**src/rtl/pc_pkg.sv**
```systemverilog
// Shared types and constants for the fetch-stage PC generator.
// RVC_EN selects 2-byte (compressed) instead of 4-byte alignment.
package pc_pkg;

    typedef enum logic [1:0] {
        BOOT = 2'd0,
        RUN  = 2'd1,
        PEND = 2'd2
    } pc_state_e;

    localparam logic [1:0] ALIGN_MASK_RVC = 2'b01;
    localparam logic [1:0] ALIGN_MASK_STD = 2'b11;

`ifdef RVC_EN
    localparam logic [1:0] ALIGN_MASK = ALIGN_MASK_RVC;
`else
    localparam logic [1:0] ALIGN_MASK = ALIGN_MASK_STD;
`endif

    function automatic logic addr_misaligned(input logic [1:0] low_bits);
        return |(low_bits & ALIGN_MASK);
    endfunction

endpackage

```
**src/rtl/pc_redirect_arb.sv**
```systemverilog
// Next-PC source select (trap > branch/jump > pending > sequential) and
// alignment check of the redirect target. Alignment depends on RVC_EN.
module pc_redirect_arb
    import pc_pkg::*;
#(
    parameter int XLEN = 32
) (
    input  logic            trap,
    input  logic [XLEN-1:0] trap_vec,
    input  logic            j_br,
    input  logic [XLEN-1:0] bta,
    input  logic            pend_valid,
    input  logic [XLEN-1:0] pend_addr,
    input  logic [XLEN-1:0] seq_addr,
    output logic [XLEN-1:0] target,
    output logic            redir_valid,
    output logic            redir_is_trap,
    output logic            misaligned
);

    // Priority select of the fetch target
    always_comb begin
        target        = seq_addr;
        redir_valid   = 1'b0;
        redir_is_trap = 1'b0;
        if (trap) begin
            target        = trap_vec;
            redir_valid   = 1'b1;
            redir_is_trap = 1'b1;
        end else if (j_br) begin
            target      = bta;
            redir_valid = 1'b1;
        end else if (pend_valid) begin
            target = pend_addr;
        end else begin
            target = seq_addr;
        end
    end

    // Pending addresses were checked on capture, so only fresh redirects can fault
    assign misaligned = redir_valid & addr_misaligned(target[1:0]);

endmodule

```
**src/rtl/pc_gen.sv**
```systemverilog
// Fetch-stage program counter generator with imem ready handshake and
// pending redirect capture. Optional feature macro: RVC_EN.
module pc_gen
    import pc_pkg::*;
#(
    parameter int              XLEN      = 32,
    parameter logic [XLEN-1:0] RESET_VEC = {XLEN{1'b0}},
    parameter int              INC_BYTES = 4
) (
    input  logic            clk,
    input  logic            reset,
    input  logic            stall,
    input  logic            trap,
    input  logic [XLEN-1:0] trap_vec,
    input  logic            j_br,
    input  logic [XLEN-1:0] bta,
    input  logic            imem_ready,
    input  logic            is_rvc,
    output logic            imem_req,
    output logic [XLEN-1:0] pc_if,
    output logic [XLEN-1:0] pc_next,
    output logic            misalign_fault
);

    pc_state_e       state_r, state_s;
    logic [XLEN-1:0] pc_r, pc_s;
    logic [XLEN-1:0] pend_addr_r, pend_addr_s;
    logic            pend_valid_r, pend_valid_s;
    logic            pend_is_trap_r, pend_is_trap_s;
    logic            fault_r, fault_s;
    logic [XLEN-1:0] inc_s, seq_addr_s, target_s;
    logic            redir_s, redir_trap_s, misaligned_s;

`ifdef RVC_EN
    assign inc_s = is_rvc ? XLEN'(2'd2) : XLEN'(INC_BYTES);
`else
    logic unused_is_rvc_s;
    assign unused_is_rvc_s = is_rvc;
    assign inc_s           = XLEN'(INC_BYTES);
`endif

    assign seq_addr_s = stall ? pc_r : (pc_r + inc_s);

    pc_redirect_arb #(
        .XLEN(XLEN)
    ) u_arb (
        .trap          (trap),
        .trap_vec      (trap_vec),
        .j_br          (j_br),
        .bta           (bta),
        .pend_valid    (pend_valid_r),
        .pend_addr     (pend_addr_r),
        .seq_addr      (seq_addr_s),
        .target        (target_s),
        .redir_valid   (redir_s),
        .redir_is_trap (redir_trap_s),
        .misaligned    (misaligned_s)
    );

    // Next-state, PC and pending-slot update
    always_comb begin
        state_s        = state_r;
        pc_s           = pc_r;
        pend_addr_s    = pend_addr_r;
        pend_valid_s   = pend_valid_r;
        pend_is_trap_s = pend_is_trap_r;
        fault_s        = 1'b0;
        case (state_r)
            BOOT: begin
                state_s = RUN;
            end
            RUN, PEND: begin
                if (redir_s && misaligned_s) begin
                    fault_s = 1'b1;
                end else if (imem_ready) begin
                    pc_s           = target_s;
                    pend_valid_s   = 1'b0;
                    pend_is_trap_s = 1'b0;
                    state_s        = RUN;
                end else if (redir_s && ((state_r == RUN) || redir_trap_s || !pend_is_trap_r)) begin
                    // A queued trap may only be displaced by another trap
                    pend_addr_s    = target_s;
                    pend_valid_s   = 1'b1;
                    pend_is_trap_s = redir_trap_s;
                    state_s        = PEND;
                end else begin
                    state_s = state_r;
                end
            end
            default: begin
                state_s        = BOOT;
                pend_valid_s   = 1'b0;
                pend_is_trap_s = 1'b0;
            end
        endcase
    end

    // State and datapath registers
    always_ff @(posedge clk or posedge reset) begin
        if (reset) begin
            state_r        <= BOOT;
            pc_r           <= RESET_VEC;
            pend_addr_r    <= {XLEN{1'b0}};
            pend_valid_r   <= 1'b0;
            pend_is_trap_r <= 1'b0;
            fault_r        <= 1'b0;
        end else begin
            state_r        <= state_s;
            pc_r           <= pc_s;
            pend_addr_r    <= pend_addr_s;
            pend_valid_r   <= pend_valid_s;
            pend_is_trap_r <= pend_is_trap_s;
            fault_r        <= fault_s;
        end
    end

    assign imem_req       = (state_r != BOOT) & ~stall;
    assign pc_if          = pc_r;
    assign pc_next        = target_s;
    assign misalign_fault = fault_r;

endmodule

```
**config.mk**
```make
export PLATFORM = sky130hd
export DESIGN_NAME = pc_gen
export DESIGN_NICKNAME = d
export VERILOG_FILES = /design/src/rtl/pc_pkg.sv /design/src/rtl/pc_redirect_arb.sv /design/src/rtl/pc_gen.sv
export SDC_FILE = /design/constraint.sdc
export NUM_CORES = 1
export LEC_CHECK = 0
export BUFFER_PORTS_ARGS = -buffer_cell sky130_fd_sc_hd__buf_2
export CAP_MARGIN = 20
export CORE_UTILIZATION = 53
export DETAILED_ROUTE_END_ITERATION = 16
export PLACE_DENSITY = 0.81
export SETUP_SLACK_MARGIN = 0.15
export SLEW_MARGIN = 20
export SYNTH_ARGS = -nofsm -noshare
export SYNTH_HDL_FRONTEND = slang
export SYNTH_SLANG_ARGS = --single-unit
```
**constraint.sdc**
```tcl
create_clock -name clk -period 2.8 [get_ports clk]
set_input_delay 0.14 -clock clk [delete_from_list [all_inputs] [get_ports clk]]
set_output_delay 0.14 -clock clk [all_outputs]
set_load 0.01 [all_outputs]
```
==> flow_metrics.py <==
metrics = {
    "critical_path": {
        "cp_data_required_time_ps": 2660,
        "critPathLaunchType": "flop",
        "path_class": "flop to primary output",
        "arrival_ps": 2400,
        "critical_path.endpoint_type": "primary output",
        "path_max_fanout": 9,
        "crit_path_cell_trace": "ha_1 -> nand4b_4 -> or4_4 -> nor3_2 -> xnor2_1 -> a21oi_1 -> buf_2",
        "max_stage_delay_ps": 570,
        "slowest_stage": "or4_4",
    },
    "sta": {
        "rsz0062_at_grt": "yes",
        "setup_viol": 0,
        "slew_headroom_pct": 38.2,
        "fmax_mhz": 394,
        "final.setup_skew_ps": 10.5,
        "finalMaxSlewViolations": 0,
        "tns_ps": 0,
        "min_period_over_period_pct": 90.7,
        "tightest_slew_ps": 928,
        "final.min_clock_period_ps": 2540,
        "final_hold_viol_count": 0,
    },
    "logic_synthesis": {
        "avgSynthCellArea_um2": 8.25,
        "synth_area_mm2": 0.00466,
        "ys_top_cells_by_area": "dfrtp_1 (37%), nand2_1 (6.8%), o21ai_0 (6.4%), a21oi_1 (5.2%), mux2_2 (3.1%)",
        "ys.flop_type": "dfrtp_1",
        "syn_inst": 564,
        "ys_warn_count": 0,
        "synthArstFlopShare_pct": 100,
        "ys_seq_elements": 69,
        "yosysTopAreaCell": "dfrtp_1",
        "synth-edff-count": 0,
        "syn_nets": 639,
        "synth_cell_types": 62,
        "synth-seq-area-share_pct": 37.1,
        "synth_top_cell_area_share_pct": 37.1,
    },
    "clock_tree": {
        "numClockSinks": 69,
        "cts_tree": "built",
        "h-tree-depth": 3,
        "cts_made_buffers": 9,
        "cts_buffer_depth": 2,
        "cts_hold_buf": 0,
        "clock_latency_ps": 350,
        "root_buffer": "clkbuf_8",
        "path_clk_slew_ps": 80,
    },
    "grt": {
        "grt_pass1_vias": 4670,
        "grt_pass1_wl_um": 22600,
        "overflow": 0,
        "track_usage_pct": 32.5,
        "grt_max_degree": 70,
        "antenna_found_initial": 0,
    },
    "die": {
        "die-area_mm2": 0.00916,
        "core_area_mm2": 0.00834,
        "ios": 137,
        "die_y_um": 95.7,
        "num_rows": 33,
        "die_x_um": 95.7,
        "initial_core_util_pct": 55.8,
    },
    "power": {
        "p_per_area_mw_per_mm2": 887,
        "p_sw_share_pct": 43.3,
        "cellInternalPower_w": 0.00286,
        "p_leak_nw": 2.63,
        "p_comb_share_pct": 44.2,
        "p_clk_share_pct": 16.0,
        "p_seq_share_pct": 39.8,
        "peakVddDrop_mv": 0.446,
        "p_sw_w": 0.00218,
    },
    "finish": {
        "syn_to_final_growth_pct": 22.2,
        "fillers": 690,
        "layout_common_cells": "buf_2 (135), nand2_1 (83), dfrtp_1 (68), o21ai_0 (60), a21oi_1 (48)",
        "final_common_cell": "buf_2",
        "fin_nets": 766,
        "drive_gt1_share_pct": 28.7,
        "diodes": 0,
        "design_area_mm2": 0.00569,
    },
    "detailed_routing": {
        "highest_layer": "met4",
        "num_vias": 5022,
        "met3_length_um": 1120,
        "wl_met1_um": 6060,
        "drt_pass1_iterations": 5,
        "drcViolationCount": 0,
        "wl_per_cell_um": 18.2,
        "via_per_inst": 6.29,
        "drt_wl_total_um": 14500,
        "drt_iter0_markers": 374,
        "ant_nets": 0,
        "wl_met2_um": 7100,
    },
    "placement": {
        "port_buffers": 135,
        "dp_hpwl_um": 10200,
        "place_congestion": 0.862,
        "place_area_mm2": 0.00546,
    },
    "outcome": {
        "outcome": "completed",
    },
    "run": {
        "maxCapViolCount": 0,
    },
    "min_path": {
        "hold_path.class": "input port to asynchronous set/reset pin",
    },
}
-- metrics by stage --
step | hold WS, ps | std cells | setup WS [ps] | power [W] | utilization [%]
2_1_floorplan | 354 | 564 | 636 | 0.00333 | -
3_3_place_gp | 451 | 783 | 531 | 0.00406 | 65.5
3_5_place_dp | 464 | 783 | 496 | 0.00417 | 65.5
4_1_cts | 98.0 | 799 | 207 | 0.00499 | 67.8
5_1_grt | 149 | 799 | 117 | 0.00537 | 68.2
6_report | 60.7 | 799 | 261 | 0.00505 | 68.2
-- flip-flops by register name, indices dropped and copies added (netlist names) --
signal and count:
pend_valid_r 1, pc_if 32, pend_addr_r 32, state_r 2, misalign_fault 1, pend_is_trap_r 1
-- worst max-delay path, delay by kind of cell (launching register included) --
kind	cells	cell delay (ps)
buf+inv	1	160
flops	1	380
fa+ha+maj	1	220
compound gates	1	170
xor+xnor	1	90
simple gates	3	1020
-- synth_stat cells, drive strengths merged (2+ instances only) --
cell type and instances:
a2bb2oi 8, o311a 3, a31o 2, nor2 27, a21oi 48, a21o 4, nand3 15, nor3 12
nand2b 10, mux2i 10, o21bai 3, o21a 6, nand3b 2, o21ai 60, and2 6, ha 4
nor4 9, dfrtp 69, o221ai 4, a211oi 8, nor3b 3, clkbuf 28, mux2 13, o22ai 12
and3 5, a21boi 2, o211ai 4, a22o 3, xnor2 9, or3 2, inv 15, and4 6
o31ai 6, nand2 84, a221oi 3, nor2b 6, buf 9, nand4 11, xor2 14, a31oi 2
-- power by group through the flow --
| stage | Sequential (W) | Combinational, W | Clock, W |
|---|---|---|---|
| 6_report | 0.00201 | 0.00223 | 0.000809 |
| 5_1_grt | 0.00207 | 0.00247 | 0.000838 |
| 4_1_cts | 0.00198 | 0.00220 | 0.000805 |
| 3_5_place_dp | 0.00201 | 0.00216 | 0 |
| 3_3_place_gp | 0.00196 | 0.00209 | 0 |
| 2_1_floorplan | 0.00195 | 0.00139 | 0 |
-- per-layer routing --
layer | GRT usage [%] | up-vias
met5 | 0 | -
met4 | 12.6 | 0
met3 | 4.50 | 27
met2 | 54.2 | 244
met1 | 42.8 | 2438
li1 | - | 2313
-- cell type report --
| cell class | instances | area, µm² | share of cell area (%) |
|---|---|---|---|
| Multi-Input combinational cell | 442 | 2750 | 48.4 |
| Inverter | 16 | 60.1 | 1.06 |
| Timing Repair Buffer | 153 | 836 | 14.7 |
| Sequential cell | 69 | 1730 | 30.4 |
| Tap cell | 105 | 131 | 2.31 |
| Clock buffer | 12 | 145 | 2.55 |
| Clock inverter | 2 | 35.0 | 0.616 |
-- kinds of logic (layout without fill, tap and decap cells) --
family / count (synthesis) / count (layout) / share of synthesized area, %
AOI/OAI and AO/OA: 188 / 188 / 25.3
DFF: 69 / 69 / 37.1
and+or+nand+nor: 204 / 204 / 22.3
buffers and inverters: 53 / 183 / 4.57
adders and majority gates: 4 / 4 / 1.08
xor gates and xnor gates: 23 / 23 / 4.33
muxes: 23 / 23 / 5.29
-- worst paths after layout --
path                            startpoint               to  slack, ps  cells after the start
max                               pc_if[3]      pc_next[22]        260                      7
min in group clk              trap_vec[24]  pend_addr_r[24]        110                      3
max in group asynchronous            reset        pc_if[19]       2080                      3
max reg2reg                     state_r[1]        pc_if[26]        640                      7
min reg2reg                pend_addr_r[25]  pend_addr_r[25]        480                      2
min                                  reset   misalign_fault         60                      3
-- repair_timing --
item	in CTS	in global routing
pin swaps	0	2
buffers inserted	2	0
setup endpoints to repair	2	9
resized for setup	0	7
No activity file was read; power rests on OpenSTA's default activity.
